### config.mk
export PLATFORM = sky130hd
export DESIGN_NAME = fp_acc_seq
export DESIGN_NICKNAME = d
export VERILOG_FILES = /design/src/rtl/fp_acc_seq.sv
export SDC_FILE = /design/constraint.sdc
export NUM_CORES = 1
export LEC_CHECK = 0
export ABC_AREA = 1
export CORE_MARGIN = 2
export CORE_UTILIZATION = 51
export DETAILED_ROUTE_END_ITERATION = 10
export PLACE_DENSITY = 0.85
export SETUP_SLACK_MARGIN = 0.3
export SKIP_LAST_GASP = 1
export SLEW_MARGIN = 20
export SYNTH_ARGS = -nofsm -noshare
export SYNTH_HDL_FRONTEND = slang
export SYNTH_SLANG_ARGS = --single-unit
### constraint.sdc
create_clock -name clk -period 4.45 [get_ports clk]
set_clock_uncertainty 0.2 [all_clocks]
set_input_delay 0.89 -clock clk [delete_from_list [all_inputs] [get_ports clk]]
set_output_delay 0.89 -clock clk [all_outputs]
set_load 0.02 [all_outputs]
### src/rtl/fp_acc_seq.sv
`default_nettype none
// ============================================================================
// Module      : fp_acc_seq
// Description : Sequential float32 stream accumulator. Feeds an external
//               float32 adder with (running sum, sample), captures its
//               result after ADD_LAT cycles and emits the stream total and
//               sample count on a valid/ready output port.
//               Optional macro FP_ACC_SEQ_FTZ_EN flushes denormal samples to
//               signed zero before they reach the adder.
// Revision    : 1.0 - initial release
// ============================================================================
module fp_acc_seq #(
    parameter int ADD_LAT = 0,
    parameter int CNT_W   = 16
) (
    input  logic             clk,
    input  logic             rst,
    input  logic             in_valid,
    output logic             in_ready,
    input  logic [31:0]      in_data,
    input  logic             in_last,
    output logic [31:0]      add_a,
    output logic [31:0]      add_b,
    input  logic [31:0]      add_res,
    output logic             out_valid,
    input  logic             out_ready,
    output logic [31:0]      out_data,
    output logic [CNT_W-1:0] out_count
);

    // Wait counter must be able to hold ADD_LAT; keep at least one bit.
    localparam int WCNT_W = (ADD_LAT > 0) ? $clog2(ADD_LAT + 1) : 1;

    typedef enum logic [1:0] {
        S_IDLE = 2'd0,
        S_ADD  = 2'd1,
        S_OUT  = 2'd2
    } state_t;

    state_t             state_q, state_d;
    logic [31:0]        acc_q, acc_d;
    logic [31:0]        add_a_q, add_a_d;
    logic [31:0]        add_b_q, add_b_d;
    logic               out_valid_q, out_valid_d;
    logic [31:0]        out_data_q, out_data_d;
    logic [CNT_W-1:0]   out_count_q, out_count_d;
    logic [CNT_W-1:0]   cnt_q, cnt_d;
    logic [WCNT_W-1:0]  wcnt_q, wcnt_d;
    logic               last_q, last_d;
    logic [31:0]        sample_w;

`ifdef FP_ACC_SEQ_FTZ_EN
    // The adder cannot handle denormals: zero exponent becomes signed zero.
    assign sample_w = (in_data[30:23] == 8'h00) ? {in_data[31], 31'h0} : in_data;
`else
    assign sample_w = in_data;
`endif

    assign in_ready  = (state_q == S_IDLE);
    assign add_a     = add_a_q;
    assign add_b     = add_b_q;
    assign out_valid = out_valid_q;
    assign out_data  = out_data_q;
    assign out_count = out_count_q;

    // State and datapath registers with synchronous reset.
    always_ff @(posedge clk) begin
        if (rst) begin
            state_q     <= S_IDLE;
            acc_q       <= 32'h0;
            add_a_q     <= 32'h0;
            add_b_q     <= 32'h0;
            out_valid_q <= 1'b0;
            out_data_q  <= 32'h0;
            out_count_q <= '0;
            cnt_q       <= '0;
            wcnt_q      <= '0;
            last_q      <= 1'b0;
        end else begin
            state_q     <= state_d;
            acc_q       <= acc_d;
            add_a_q     <= add_a_d;
            add_b_q     <= add_b_d;
            out_valid_q <= out_valid_d;
            out_data_q  <= out_data_d;
            out_count_q <= out_count_d;
            cnt_q       <= cnt_d;
            wcnt_q      <= wcnt_d;
            last_q      <= last_d;
        end
    end

    // Next-state logic: accept sample, wait out adder latency, emit total.
    always_comb begin
        state_d     = state_q;
        acc_d       = acc_q;
        add_a_d     = add_a_q;
        add_b_d     = add_b_q;
        out_valid_d = out_valid_q;
        out_data_d  = out_data_q;
        out_count_d = out_count_q;
        cnt_d       = cnt_q;
        wcnt_d      = wcnt_q;
        last_d      = last_q;

        case (state_q)
            S_IDLE: begin
                if (in_valid) begin
                    add_a_d = acc_q;
                    add_b_d = sample_w;
                    last_d  = in_last;
                    // Count saturates; accumulation carries on regardless.
                    cnt_d   = (cnt_q == {CNT_W{1'b1}}) ? cnt_q : cnt_q + 1'b1;
                    wcnt_d  = WCNT_W'(ADD_LAT);
                    state_d = S_ADD;
                end
            end
            S_ADD: begin
                if (wcnt_q != '0) begin
                    wcnt_d = wcnt_q - 1'b1;
                end else begin
                    acc_d = add_res;
                    if (last_q) begin
                        out_data_d  = add_res;
                        out_count_d = cnt_q;
                        out_valid_d = 1'b1;
                        state_d     = S_OUT;
                    end else begin
                        state_d = S_IDLE;
                    end
                end
            end
            S_OUT: begin
                if (out_ready) begin
                    out_valid_d = 1'b0;
                    acc_d       = 32'h0;
                    cnt_d       = '0;
                    state_d     = S_IDLE;
                end
            end
            default: begin
                state_d = S_IDLE;
            end
        endcase
    end

endmodule
`default_nettype wire

Word level (Yosys, flattened, before mapping). Index checks and enable logic that the tools add are counted.

Register bits after elaboration: 165. Output and inout port bits: 114. Memory bits (read-only): 0. Bits in latches: 0. Logic and storage cells: 51. Bits in writable memories: 0. Input bits: 69. Memories: 0.

Reductions and logical operators: 11. Div/mod/pow operators: 0. Shift operators: 0. Equal/unequal tests: 8. Add/subtract/negate cells: 2. $mul: 0. Mux-type cells: 19. Bitwise operators: 1. $lt $le $gt $ge: 0.

Operators by type and width (number): $mux W32 (2); $pmux W32 S2 (1); $mux W16 (3); $pmux W16 S2 (1); $add A16 B1 Y16 const B (1); $eq A16 B16 Y1 const B (1); $ne A2 B2 Y1 const B (5); $reduce_and A3 Y1 (3); $mux W2 (4); $reduce_and A4 Y1 (2); $pmux W2 S3 (1); $reduce_bool A2 Y1 (3); $mux W1 (5); $pmux W1 S2 (2); $reduce_and A2 Y1 (2); $eq A2 B1 Y1 const B (1); $eq A2 B2 Y1 const B (1); $logic_not A2 Y1 (1); $not A1 Y1 (1); $sub A1 B1 Y1 const B (1).

Logic depth before layout (Yosys ltp). Gate-level depths: netlist (run 1).

Word-level depth: 4. Depth in mapped cells: 10. Gate-level depth less buffers: 10.

Least setup slack after synthesis (run 1). Ideal clock, no wire load.

Kind: input to register. From: input port rst. To: register cnt_q[6]. Data required time: 4.135 ns. Arrival: 1.583 ns. Setup time: 0.115 ns. Slack: 2.551 ns. Buffers on the path: 2. Stages: 4. Cells stage by stage: clkbuf_1 clkbuf_1 o21bai_1 nor2_1.

RTL lines: start, declared (RTL line 17) `input logic rst,`; end signal, assigned (RTL line 87) `cnt_q <= cnt_d;`; end, declared (RTL line 47) `logic [CNT_W-1:0] cnt_q, cnt_d;`.

Worst setup path in the final report (run 1).
From: register state_q[1]. To: output port in_ready.

Word-level cells in the longest chain between the ends: 1.

RTL lines: start, declared (RTL line 40) `state_t state_q, state_d;`; start signal, assigned (RTL line 80) `state_q <= state_d;`; $logic_not A2 Y1 (RTL line 59) `assign in_ready = (state_q == S_IDLE);`; end, declared (RTL line 19) `output logic in_ready,`.

Every way passes these cells.

==> results of run 1 <==
## layout make-up
cell class | count | area [um^2] | share of cell area, %
Sequential cell | 164 | 3280 | 38.0
Multi-Input combinational cell | 583 | 2650 | 30.7
Timing Repair Buffer | 187 | 1850 | 21.5
Clock buffer | 22 | 464 | 5.37
Tap cell | 168 | 210 | 2.43
Inverter | 38 | 144 | 1.67
Clock inverter | 6 | 33.8 | 0.391
## registers in the layout, summed over array words and instances (netlist names)
signal / cells
out_count: 16
cnt_q: 16
out_data: 32
out_valid: 1
add_a: 32
add_b: 32
acc_q: 32
last_q: 1
state_q: 2
## cells by family (layout without fill, tap and decap cells)
group | Yosys count | in the layout
compound gates | 170 | 170
flops | 164 | 164
xor+xnor | 1 | 1
simple gates | 411 | 411
fa+ha+maj | 1 | 1
buf+inv | 97 | 253
## synth_stat cells
| cell | n | area [um^2] |
|---|---|---|
| clkbuf_1 | 39 | 146 |
| nor2_1 | 166 | 623 |
| o21ai_0 | 65 | 325 |
| nand2_2 | 5 | 31.3 |
| nor2_2 | 1 | 6.26 |
| a21oi_2 | 3 | 26.3 |
| clkinv_1 | 1 | 3.75 |
| o21bai_1 | 4 | 30.0 |
| buf_6 | 2 | 22.5 |
| a31oi_1 | 2 | 12.5 |
| a21oi_1 | 89 | 445 |
| inv_2 | 5 | 18.8 |
| xnor2_1 | 1 | 8.76 |
| nand4_1 | 10 | 62.6 |
| nor2_4 | 3 | 33.8 |
| ha_1 | 1 | 12.5 |
| o21ai_1 | 7 | 35.0 |
| nand2_1 | 136 | 510 |
| buf_1 | 1 | 3.75 |
| nand3_1 | 87 | 435 |
| nand3_2 | 1 | 10.0 |
| nand3_4 | 2 | 35.0 |
| buf_2 | 17 | 85.1 |
| inv_1 | 32 | 120 |
| dfxtp_1 | 164 | 3280 |
## stage by stage
| step | hold WS (ps) | instances | total power (uW) | setup slack (ps) | util [%] |
|---|---|---|---|---|---|
| global placement | 248 | 1140 | 2090 | 1640 | 67.5 |
| global route | 276 | 1168 | 3470 | 1670 | 71.6 |
| floorplan | 254 | 844 | 1880 | 2550 | - |
| finish | 257 | 1168 | 3340 | 1730 | 71.6 |
| CTS | 262 | 1168 | 3350 | 1620 | 71.6 |
| detailed placement | 253 | 1140 | 2100 | 1550 | 67.5 |
## report_power, final
| group | switching [uW] | total (uW) | internal (uW) |
|---|---|---|---|
| Clock | 544 | 1270 | 724 |
| Sequential | 47.1 | 1590 | 1550 |
| Combinational | 270 | 477 | 207 |
## critical path, stage by stage (launching register included)
cell             delay (ps)
dfxtp_1                 370
nor2_4                  210
clkdlybuf4s50_1         640
## routing by layer
layer | routed length (um) | global-route usage (%) | up-vias | part of all wire, %
met4 | 437 | 10.2 | 0 | 2.5
met3 | 1210 | 6.01 | 35 | 6.9
met1 | 7560 | 33.5 | 2867 | 43
met5 | 0 | 0 | - | 0
li1 | - | - | 3046 | -
met2 | 8450 | 43.5 | 234 | 48
## worst max path at each step
| stage | cells after the start | slack, ps | startpoint | endpoint |
|---|---|---|---|---|
| global placement | 4 | 1640 | out_ready | acc_q[0]$_SDFFE_PP0P_ |
| finish | 2 | 1730 | state_q[1]$_SDFFE_PP0P_ | in_ready |
| CTS | 5 | 1620 | state_q[1]$_SDFFE_PP0P_ | acc_q[3]$_SDFFE_PP0P_ |
| detailed placement | 4 | 1550 | out_ready | acc_q[22]$_SDFFE_PP0P_ |
| floorplan | 4 | 2550 | rst | cnt_q[6]$_SDFFE_PP0P_ |
| global route | 2 | 1670 | state_q[1]$_SDFFE_PP0P_ | in_ready |
==> impl_metrics.csv, run 1 <==
group,metric,value,unit
place,portBuffers,182,
die,coreArea,12100,um^2
timing,tightest_slew,1100,ps
clocking,cts_resized,0,
place,dpl.hpwl,11400,um
run,drv_cap,0,
layout,layout_common_cells,"181 x clkdlybuf4s50_1, 166 x nor2_1, 164 x dfxtp_1",
yosys,ys_seq_area_share,51.9,%
die,io_pins,183,
yosys,syn-num-nets,914,
die,num_rows,40,
worst_setup_path,r2r-end,"acc_q[3]$_SDFFE_PP0P_",
layout,num_antenna_cells,0,
clocking,clk-insertion-delay-late,420,ps
clocking,cts_root_buffer,"clkbuf_16",
yosys,synth_cell_type_count,25,
timing,max_clock_freq,0.367,GHz
clocking,cts.sinks,164,
run_status,status,"finished clean",
hold_path,hold_class,"reg2reg",
clocking,clk_pin_slew,60,ps
yosys,synthXorXnorAreaFrac,0.138,%
timing,final.min_clock_period,2720,ps
yosys,ys.warnings.count,0,
timing,max-slew-margin-rel,26.9,%
global_route,grt_pass1_vias,5630,
timing,rsz0062_at_grt,"no",
worst_setup_path,path_max_fanout,5,
yosys,synth_top_family_by_area,"simple AND/OR/NAND/NOR gates",
layout,final_nets,1061,
clocking,clk_path_buf_depth,2,
yosys,synth_compound_area_share,13.8,%
layout,syn_to_final_growth,36.5,%
yosys,netlist_instances,844,
detailed_routing,vias,6182,
clocking,cts_tree,"done",
clocking,cts_inserted_buffers,17,
global_route,overflow,0,
die,start_util,52.5,%
worst_setup_path,criticalPathCategory,"reg2out",
hold_path,min_to,"out_data[24]$_SDFFE_PP0P_",
global_route,grt_pass1_wl,27500,um
place,placed_area,8140,um^2
yosys,syn_avg_cell_area,7.50,um^2
timing,hold_violations,0,
hold_path,worstHoldStart,"out_data[24]$_SDFFE_PP0P_",
timing,setup_tns,0,ps
worst_setup_path,crit_required,3360,ps
global_route,grt_start_max_net_pins,92,
detailed_routing,wirelength,17700,um
detailed_routing,drt-pass1-iter-count,5,
pwr,peakVddDrop,328,uV
global_route,grt_usage,26.3,%
yosys,synth-simple-area-share,27.6,%
die,dieArea,13300,um^2
pwr,leakage,0.00321,uW
detailed_routing,wl_per_cell,15.1,um
timing,final_max_slew_viol_count,0,
detailed_routing,drc,0,
yosys,postSynthRegisterBits,164,
die,dieHeight,115,um
die,die_w,115,um
yosys,yosys.area_share.adder,0.198,%
worst_setup_path,cp.arrival,1630,ps
layout,drive_gt1_share,5.50,%
layout,fin_area,8640,um^2
worst_setup_path,reg2reg_slack,1890,ps
pwr,power.density,386,nW/um^2
worst_setup_path,r2r_cells,6,
global_route,antenna_found_initial,0,
worst_setup_path,endpoint_kind,"output port",
hold_path,hold_depth,2,
layout,final_common_cell,"clkdlybuf4s50_1",
clocking,htreeDepth,4,
detailed_routing,ant_nets,0,
timing,period_share,61.2,%
timing,setup_viol,0,
detailed_routing,dr.first_iter.drc_count,523,
layout,n_fill_cell,990,
detailed_routing,via_per_inst,5.29,
place,gp_congestion,0.895,
clocking,post_cts_buffers,0,
yosys,syn_area,6330,um^2
yosys,synth_mux_area_share,0,%
worst_setup_path,critPathLaunchType,"register",
clocking,hold_buffers,0,
worst_setup_path,crit-reg2reg-launch,"state_q[0]$_SDFFE_PP0P_",
Power figures use the tool's default switching activity.
==> run 2, diff against run 1 <==
- CORE_UTILIZATION: 51 -> 43
- PLACE_DENSITY: 0.85 -> 0.76
- clock period: 4.45 -> 2.2 ns (I/O delays scaled with it)
==> impl_metrics.csv, run 2 (same netlist as run 1, synthesis figures left out) <==
group,metric,value,unit
detailed_routing,ant_nets,0,
layout,drive_gt1_share,8.31,%
timing,final.min_clock_period,1820,ps
die,num_rows,44,
pwr,p_seq_share,46.0,%
run,drv_cap,0,
detailed_routing,dr.first_iter.drc_count,494,
place,dpl.hpwl,11700,um
timing,rsz0062_at_grt,"no",
clocking,cts_tree,"done",
timing,max-slew-margin-rel,62.2,%
worst_setup_path,cpLargestDelayFamily,"flip-flops",
timing,tightest_slew,566,ps
detailed_routing,wl_per_cell,14.9,um
worst_setup_path,critPathSlowestCell,"dfxtp_1",
worst_setup_path,critPathLaunchType,"register",
worst_setup_path,endpoint_kind,"output port",
pwr,leakage,0.00382,uW
worst_setup_path,path_cells,"nor2_4, clkbuf_2",
detailed_routing,wirelength,18000,um
die,dieHeight,125,um
clocking,clk_pin_slew,60,ps
timing,setup_viol,0,
layout,syn_to_final_growth,39.5,%
clocking,clk_path_buf_depth,2,
clocking,cts.sinks,164,
die,die_w,125,um
worst_setup_path,critPathMaxStageDelay,370,ps
global_route,overflow,0,
worst_setup_path,path_max_fanout,5,
clocking,cts_root_buffer,"clkbuf_16",
layout,final_common_cell,"nor2_1",
timing,period_share,82.5,%
global_route,grt_pass1_vias,5601,
pwr,intPower,5150,uW
die,coreArea,14500,um^2
clocking,clk-insertion-delay-late,420,ps
worst_setup_path,crit_required,1560,ps
die,start_util,43.7,%
pwr,peakVddDrop,508,uV
pwr,pwr-share-clk,40.7,%
layout,final_nets,1081,
global_route,grt_pass1_wl,28600,um
pwr,power.density,791,nW/um^2
layout,fin_util,61.0,%
pwr,combPwrFrac,13.3,%
worst_setup_path,criticalPathCategory,"reg2out",
layout,num_antenna_cells,0,
die,dieArea,15700,um^2
pwr,p_sw_share,26.2,%
global_route,grt_start_max_net_pins,92,
timing,hold_violations,0,
detailed_routing,drt-pass1-iter-count,4,
detailed_routing,vias,6157,
timing,final_max_slew_viol_count,0,
timing,fin_ws,385,ps
worst_setup_path,critPathBufInv,1,
hold_path,hold_class,"reg2reg",
run_status,status,"finished clean",
timing,max_clock_freq,0.551,GHz
detailed_routing,via_per_inst,5.10,
clocking,cts_inserted_buffers,17,
timing,setup_tns,0,ps
pwr,p_switching,1830,uW
place,portBuffers,182,
global_route,grt_usage,22.3,%
detailed_routing,drc,0,
place,gp_congestion,0.907,
clocking,htreeDepth,4,
worst_setup_path,cp.arrival,1180,ps
layout,n_fill_cell,1357,
die,io_pins,183,
layout,layout_common_cells,"166 x nor2_1, 160 x dfxtp_1, 134 x nand2_1",
place,post-place-ws,104,ps
global_route,antenna_found_initial,0,
[run 2: worst reg2reg max path, stage by stage (launching register included)]
cell and delay, ps:
dfxtp_2 400, inv_2 170, nor2_4 280, buf_4 190, nand2_2 60, buf_6 190, nand2_1 100, a21oi_1 60
[run 2: cell type report]
class,count,area (um^2),share of cell area [%]
sequential,164,3290,37.2
timing repair buffer,203,1900,21.5
tap,184,230,2.61
clock inverter,9,93.8,1.06
clock buffer,22,474,5.37
inverter,38,145,1.64
multi-input combinational,587,2700,30.6
[run 2: repair_timing]
item	in CTS	in global routing
resized for setup	114	11
endpoints found under the hold margin	0	0
endpoints found under the setup margin	117	99
pin swaps	1	2
hold buffers	0	0
cloned	1	3
buffers inserted	0	3
[run 2: layer usage]
metal	vias to the layer above	GRT usage, %	wire length (um)
met5	-	0	0
met2	213	36.7	8600
met1	2821	28.7	7820
met3	27	5.35	1200
met4	0	7.78	354
li1	3096	-	-
[run 2: worst paths after layout]
check                           cells after the start  slack [ps]                     start                   endpoint
worst min-delay path                                2         260  out_data[9]$_SDFFE_PP0P_   out_data[9]$_SDFFE_PP0P_
worst max-delay path                                2         380   state_q[1]$_SDFFE_PP0P_                   in_ready
worst min register to register                      2         260  out_data[9]$_SDFFE_PP0P_   out_data[9]$_SDFFE_PP0P_
worst max register to register                      7         420   state_q[0]$_SDFFE_PP0P_  out_count[1]$_SDFFE_PP0P_
[run 2: power by group through the flow]
stage	logic [uW]	registers (uW)	clock network [uW]
detailed placement	988	3280	0
global route	1020	3230	3020
finish	929	3210	2840
floorplan	401	3400	0
CTS	923	3210	2890
global placement	974	3280	0
[run 2: metrics by stage]
| step | hold WS, ps | area [um^2] | power, uW | cells |
|---|---|---|---|---|
| 5_1_grt | 274 | 8830 | 7270 | 1207 |
| 3_5_place_dp | 252 | 8320 | 4270 | 1169 |
| 4_1_cts | 259 | 8760 | 7020 | 1201 |
| 6_report | 257 | 8830 | 6990 | 1207 |
| 2_1_floorplan | 254 | 6330 | 3800 | 844 |
| 3_3_place_gp | 247 | 8320 | 4250 | 1169 |
